===== src/rtl/stage_sequencer.sv =====
// stage_sequencer: launches NUM_STAGES compute stages in order, with start/continuous/abort control, a watchdog, run counting and latency capture.
// Ports:
//   clk, reset        clock and synchronous active-high reset
//   start             begin a run (sampled in IDLE or ERROR)
//   mode_continuous   latched at launch; 1 = relaunch after every completed run
//   abort             terminate the current run
//   timeout_limit     per-stage cycle limit, 0 disables the watchdog
//   stage_done        level done from each stage
//   stage_reset       one-cycle launch / quiesce pulses
//   cur_stage         index of the active stage
//   busy              high while waiting on a stage
//   done              one-cycle pulse when the last stage completes
//   timeout_err       sticky watchdog flag, cleared by the next launch
//   run_count         completed runs (wraps)
//   last_latency      launch-to-done cycles of the last completed run (saturating)
module stage_sequencer #(
    parameter int NUM_STAGES    = 2,
    parameter int TIMEOUT_WIDTH = 16,
    parameter int LAT_WIDTH     = 32,
    parameter int RUN_WIDTH     = 16,
    parameter int AUTO_START    = 1
) (
    input  logic                          clk,
    input  logic                          reset,
    input  logic                          start,
    input  logic                          mode_continuous,
    input  logic                          abort,
    input  logic [TIMEOUT_WIDTH-1:0]      timeout_limit,
    input  logic [NUM_STAGES-1:0]         stage_done,
    output logic [NUM_STAGES-1:0]         stage_reset,
    output logic [$clog2(NUM_STAGES):0]   cur_stage,
    output logic                          busy,
    output logic                          done,
    output logic                          timeout_err,
    output logic [RUN_WIDTH-1:0]          run_count,
    output logic [LAT_WIDTH-1:0]          last_latency
);
    localparam int CW = $clog2(NUM_STAGES) + 1;
    localparam logic [1:0] IDLE = 2'd0, WAIT = 2'd1, ERROR = 2'd2;
    logic [1:0] state;
    logic mode_q, auto_q;
    logic [TIMEOUT_WIDTH-1:0] wd_cnt, wd_inc;
    logic [LAT_WIDTH-1:0] lat_cnt, lat_inc;
    logic [NUM_STAGES-1:0] sel;
    logic accept, last, hit, go;
    // A done bit is only trusted once the stage's own launch pulse has passed,
    // so a level left over from the previous run cannot be taken as completion.
    // The watchdog fires in the cycle whose count increment would reach the limit.
    always_comb begin
        sel = NUM_STAGES'(1) << cur_stage;
        accept = |(stage_done & sel & ~stage_reset);
        last = cur_stage == CW'(NUM_STAGES - 1);
        wd_inc = &wd_cnt ? wd_cnt : wd_cnt + TIMEOUT_WIDTH'(1);
        lat_inc = &lat_cnt ? lat_cnt : lat_cnt + LAT_WIDTH'(1);
        hit = timeout_limit != '0 && ({1'b0, wd_cnt} + (TIMEOUT_WIDTH+1)'(1)) == {1'b0, timeout_limit};
        go = (start || auto_q) && !abort;
    end
    assign busy = state == WAIT;
    always_ff @(posedge clk) begin
        if (reset) begin
            state <= IDLE;
            mode_q <= 1'b0;
            auto_q <= AUTO_START != 0;
            wd_cnt <= '0;
            lat_cnt <= '0;
            stage_reset <= '0;
            cur_stage <= '0;
            done <= 1'b0;
            timeout_err <= 1'b0;
            run_count <= '0;
            last_latency <= '0;
        end else begin
            auto_q <= 1'b0;
            stage_reset <= '0;
            done <= 1'b0;
            if (state != WAIT) begin
                if (go) begin
                    state <= WAIT;
                    mode_q <= mode_continuous && !auto_q;
                    stage_reset <= NUM_STAGES'(1);
                    cur_stage <= '0;
                    wd_cnt <= '0;
                    lat_cnt <= '0;
                    timeout_err <= 1'b0;
                end
            end else if (abort) begin
                state <= IDLE;
                stage_reset <= '1;
                cur_stage <= '0;
            end else if (accept && !last) begin
                stage_reset <= sel << 1;
                cur_stage <= cur_stage + CW'(1);
                wd_cnt <= '0;
                lat_cnt <= lat_inc;
            end else if (accept) begin
                done <= 1'b1;
                run_count <= run_count + RUN_WIDTH'(1);
                last_latency <= lat_inc;
                cur_stage <= '0;
                wd_cnt <= '0;
                lat_cnt <= '0;
                if (mode_q) stage_reset <= NUM_STAGES'(1);
                else state <= IDLE;
            end else if (hit) begin
                state <= ERROR;
                timeout_err <= 1'b1;
                stage_reset <= '1;
                cur_stage <= '0;
            end else begin
                wd_cnt <= wd_inc;
                lat_cnt <= lat_inc;
            end
        end
    end
endmodule


===== config.mk =====
export PLATFORM = sky130hd
export DESIGN_NAME = stage_sequencer
export DESIGN_NICKNAME = d
export VERILOG_FILES = /design/src/rtl/stage_sequencer.sv
export SDC_FILE = /design/constraint.sdc
export NUM_CORES = 1
export LEC_CHECK = 0
export ABC_AREA = 1
export BUFFER_PORTS_ARGS = -buffer_cell sky130_fd_sc_hd__buf_2
export CORE_ASPECT_RATIO = 1.25
export CORE_MARGIN = 5
export CORE_UTILIZATION = 60
export CTS_CLUSTER_DIAMETER = 60
export DETAILED_ROUTE_END_ITERATION = 8
export PLACE_DENSITY = 0.82
export SETUP_SLACK_MARGIN = 0.2
export SYNTH_ARGS = -nofsm -noshare
export SYNTH_HDL_FRONTEND = slang
export SYNTH_SLANG_ARGS = --single-unit
export TNS_END_PERCENT = 1

===== constraint.sdc =====
create_clock -name clk -period 3.9 [get_ports clk]
set_input_delay 0.78 -clock clk [delete_from_list [all_inputs] [get_ports clk]]
set_output_delay 0.78 -clock clk [all_outputs]
set_load 0.02 [all_outputs]

==> summary by stage <==
Run status
The flow ran to the end, and the final reports show no timing, DRC or antenna violations.

Drt
For this block, the initial DRC count from the detailed router was 491. Once detail routing completed, the nets flagged for antenna violations numbered 0. The total via count in the routed design is around 7000. The first TritonRoute pass finished after 5 iterations. In the final routed layout, each cell accounts on average for 14.22 µm. The DRC violations left is 0. Summed over all layers, the routed wires come to 18160 µm. After detailed routing, the number of vias per cell comes to 5.504.

Layout
The post-route cell area is 7391 µm². In the layout the commonest cells are nand2_1, nor2_1, inv_1. Leaving out fill and tap cells, the most frequent cell in the layout is nand2_1. The antenna cell count is 0. The number of inserted filler cells in the final layout is 1050. The layout overhead on the synthesized area is 10.99%. The sequential standard cell area is 2122 µm². The footprint of the multi-input gates is 3790 µm². The share of layout cells above drive strength 1 is 13.57%. The net count reported at finish is around 1200.

Synth
The multiplexer area fraction after synthesis is 0%. The complex-gate fraction of the synthesized area is 6.877%. The post-synthesis sequential element count is about 110. The simple-gate share of the synthesized area is approximately 45%.

After synthesis, the cell types taking the most area are dfxtp_1, nand2_1, nor2_1. The number of warnings reported in the yosys synthesis log is 0. The per-instance average area after synthesis is 6.160 µm².

The cell area that synthesis handed to floorplanning was 6659 µm². Summing the areas of all xor and xnor instances in the mapped netlist gives 4.209% of the synthesized area. The combinational family with the most area after synthesis is simple AND/OR/NAND/NOR gates.

In this run the biggest area consumer among cell types represents 31.87% of the synthesized area. Of the synthesized area, sequential elements account for between 30% and 40%. The distinct cell type count after synthesis is 34.

The cell count after synthesis is between 1000 and 1500. The total nets after synthesis is between 1000 and 1500. The cell taking the most area after synthesis is dfxtp_1. The synthesized-area fraction occupied by adder cells is 0.9395%.

Clocking
TritonCTS built the clock tree. In this run, post-CTS repair resized a total of 0 instances. The number of hold buffers added after CTS was 0. Buffers inserted during clock tree synthesis total 9. The clock passes through at most 2 buffers. The maximum level of the CTS H-tree is 3. Clock tree synthesis found a total of 106 sinks.

The register clock-pin slew on the reported worst setup and hold paths is 0.08 ns. The clock reaches the later pin of the worst-skew pair after around 0.36 ns. The post-CTS setup buffer count is 0.

The buffer cell driving the clock tree root is clkbuf_16.

Power and ir drop
For this design the ratio of total power to cell area is 325.1 nW/µm². The leakage power summed over all cells is 3.726 nW. The peak supply drop is 0.0002023 V.

Timing
Once routing completed, OpenROAD measured the worst setup slack at 0.6208 ns. Setup repair after global routing left no endpoint under its margin. The headroom to the max-slew limit is 26.81%. Setup violations remaining at the end of the flow were counted as 0. The worst path uses 84.08% of the clock period. The timing-limited maximum frequency is 0.3050 GHz. The worst clock skew on the final layout is 0.01583 ns. The sum of negative setup slack is 0 ns. The smallest clock period supported by the final layout is computed as between 3 and 4 ns. The hold violation count in the final report is 0. The measured slew at the worst slew-check pin is 1.097 ns. The count of pins over their slew limit is 0.

Worst setup path
The largest single stage delay on the critical path is 0.71 ns. The endpoint type of the worst setup path is a register. The cell repeated most along the worst path is nand2_1. The setup path with the least slack is of type register to register. Along the worst path, the maximum fanout reaches 34.

The slowest stage of the critical path is the nand2_2 cell. STA puts the critical path data required time at 4.11 ns. The arrival time at the worst endpoint is approximately 3.5 ns. The worst setup path is launched from a register.

Traced cell by cell, the critical path runs through ha_1 > nand2_2 > nor2_4 > nand4_1 > nand2_1 > xor2_1 > nand2_1 > nor2_4 > nand3_2 > nand2_2 > nand2_1 > nand2_1 > nor2_1.

Placed design
Timing analysis after detailed placement gives a worst setup slack of 0.6239 ns. In this run the tool buffered the top-level ports with 77 buffer cells. The total placed instance area is 7101 µm².

The sum of net half-perimeters after detailed placement is 13020 µm. At the end of routability-driven placement, the weighted congestion stood at 1.009.

Die
The area of the placeable core is 10980 µm². roughly 80 I/O pins were placed. The placement row count is 43. The initial core utilization is 60.67%. The die extent in x is between 100 and 150 µm. The area enclosed by the die boundary is 13320 µm². In this run the vertical extent of the chip is roughly 130 µm.

Flow run
The number of violations of the max-capacitance limit is 0.

GRT
The via count of the first global-routing pass was 6612. For this run, the total global-route usage over all layers was measured as between 20 and 30%. Entering global routing, the biggest net connects 73 pins. The total congestion overflow after global routing is 0. The number of antenna violations at the first check in global routing is 0.

The first global-routing pass estimated 30440 µm of wire.

Min path
In this run the worst hold path is classified as register to register.
[layout make-up]
cell class / instances / share of cell area (%)
multi-input cells: 783 / 51.28
flip-flops and latches: 106 / 28.71
inverters: 151 / 7.669
repair buffers: 86 / 6.128
clock buffers: 11 / 3.284
well taps: 135 / 2.285
clock inverters: 5 / 0.6433
[worst paths after layout]
| path | from | to | slack (ns) | cells after the start |
|---|---|---|---|---|
| setup reg to reg | wd_cnt[0]$_SDFFE_PP0P_ | lat_cnt[8]$_SDFFE_PP0P_ | 0.62 | 13 |
| hold / removal | timeout_err$_SDFFE_PP0P_ | timeout_err$_SDFFE_PP0P_ | 0.45 | 2 |
| setup / recovery | wd_cnt[0]$_SDFFE_PP0P_ | lat_cnt[8]$_SDFFE_PP0P_ | 0.62 | 13 |
| hold reg to reg | timeout_err$_SDFFE_PP0P_ | timeout_err$_SDFFE_PP0P_ | 0.45 | 2 |
[kinds of logic after synthesis]
logic type | count (synthesis)
DFF | 106
AOI/OAI and AO/OA | 86
buffers and inverters | 192
adders and majority gates | 5
and+or+nand+nor | 660
xor gates and xnor gates | 32
[worst max-delay path: cells and delay by family, from the launching register on]
kind,cells,cell delay (ns)
adder cells (fa/ha/maj),1,0.22
AND/OR/NAND/NOR,11,2.25
flip-flops,1,0.40
XOR/XNOR,1,0.22
[power by group]
part	switching [W]	leakage [nW]	internal [W]	total, W
clock network	0.000442	0.140	0.000463	0.000906
logic	0.000230	2.72	0.000110	0.000340
registers	0.0000385	0.863	0.00112	0.00116
total	0.000711	3.73	0.00169	0.00240
[metrics by stage]
step                total power (W)  utilization (%)  hold slack (ns)  std cells
detailed placement         0.001514            64.69           0.4374       1261
floorplan                  0.001424                -           0.4392       1081
CTS                        0.002410            67.34           0.4482       1277
global route               0.002515            67.34           0.4711       1277
finish                     0.002402            67.34           0.4467       1277
global placement           0.001508            64.69           0.4341       1261
[synth_stat cells]
cell      number
nand3_1       74
and2_1         1
o21ai_1        2
or2_2          4
nand3_2       23
nor3b_1        4
a31oi_1        4
nand4_2        1
nand4_1       35
nor2_1       160
nand2_1      304
nor2_2         5
inv_2         10
xor2_1        32
and3_1         4
o21bai_1       1
buf_1          1
dfxtp_1      106
o21ai_0       41
ha_1           5
o21a_1         4
nor3_1        24
nor2_4         5
nand3b_1       2
a21oi_1       30
clkbuf_1      31
o211ai_1       4
buf_2          3
nand2_2        4
clkinv_1       4
nor4_1        10
buf_6          5
inv_1        137
buf_4          1
[registers in the layout, indices dropped and copies added, names as in the netlist]
name,count
last_latency,32
mode_q,1
done,1
run_count,16
timeout_err,1
state,2
cur_stage,2
lat_cnt,32
wd_cnt,16
auto_q,1
stage_reset,2
[layer usage]
metal | part of all wire [%] | vias up | GRT usage (%)
li1 | - | 3519 | -
met1 | 40 | 3195 | 32.66
met2 | 49 | 252 | 47.94
met3 | 6.3 | 62 | 4.282
met4 | 3.9 | 0 | 12.27
met5 | 0 | - | 0
No activity file was read; power rests on OpenSTA's default activity.
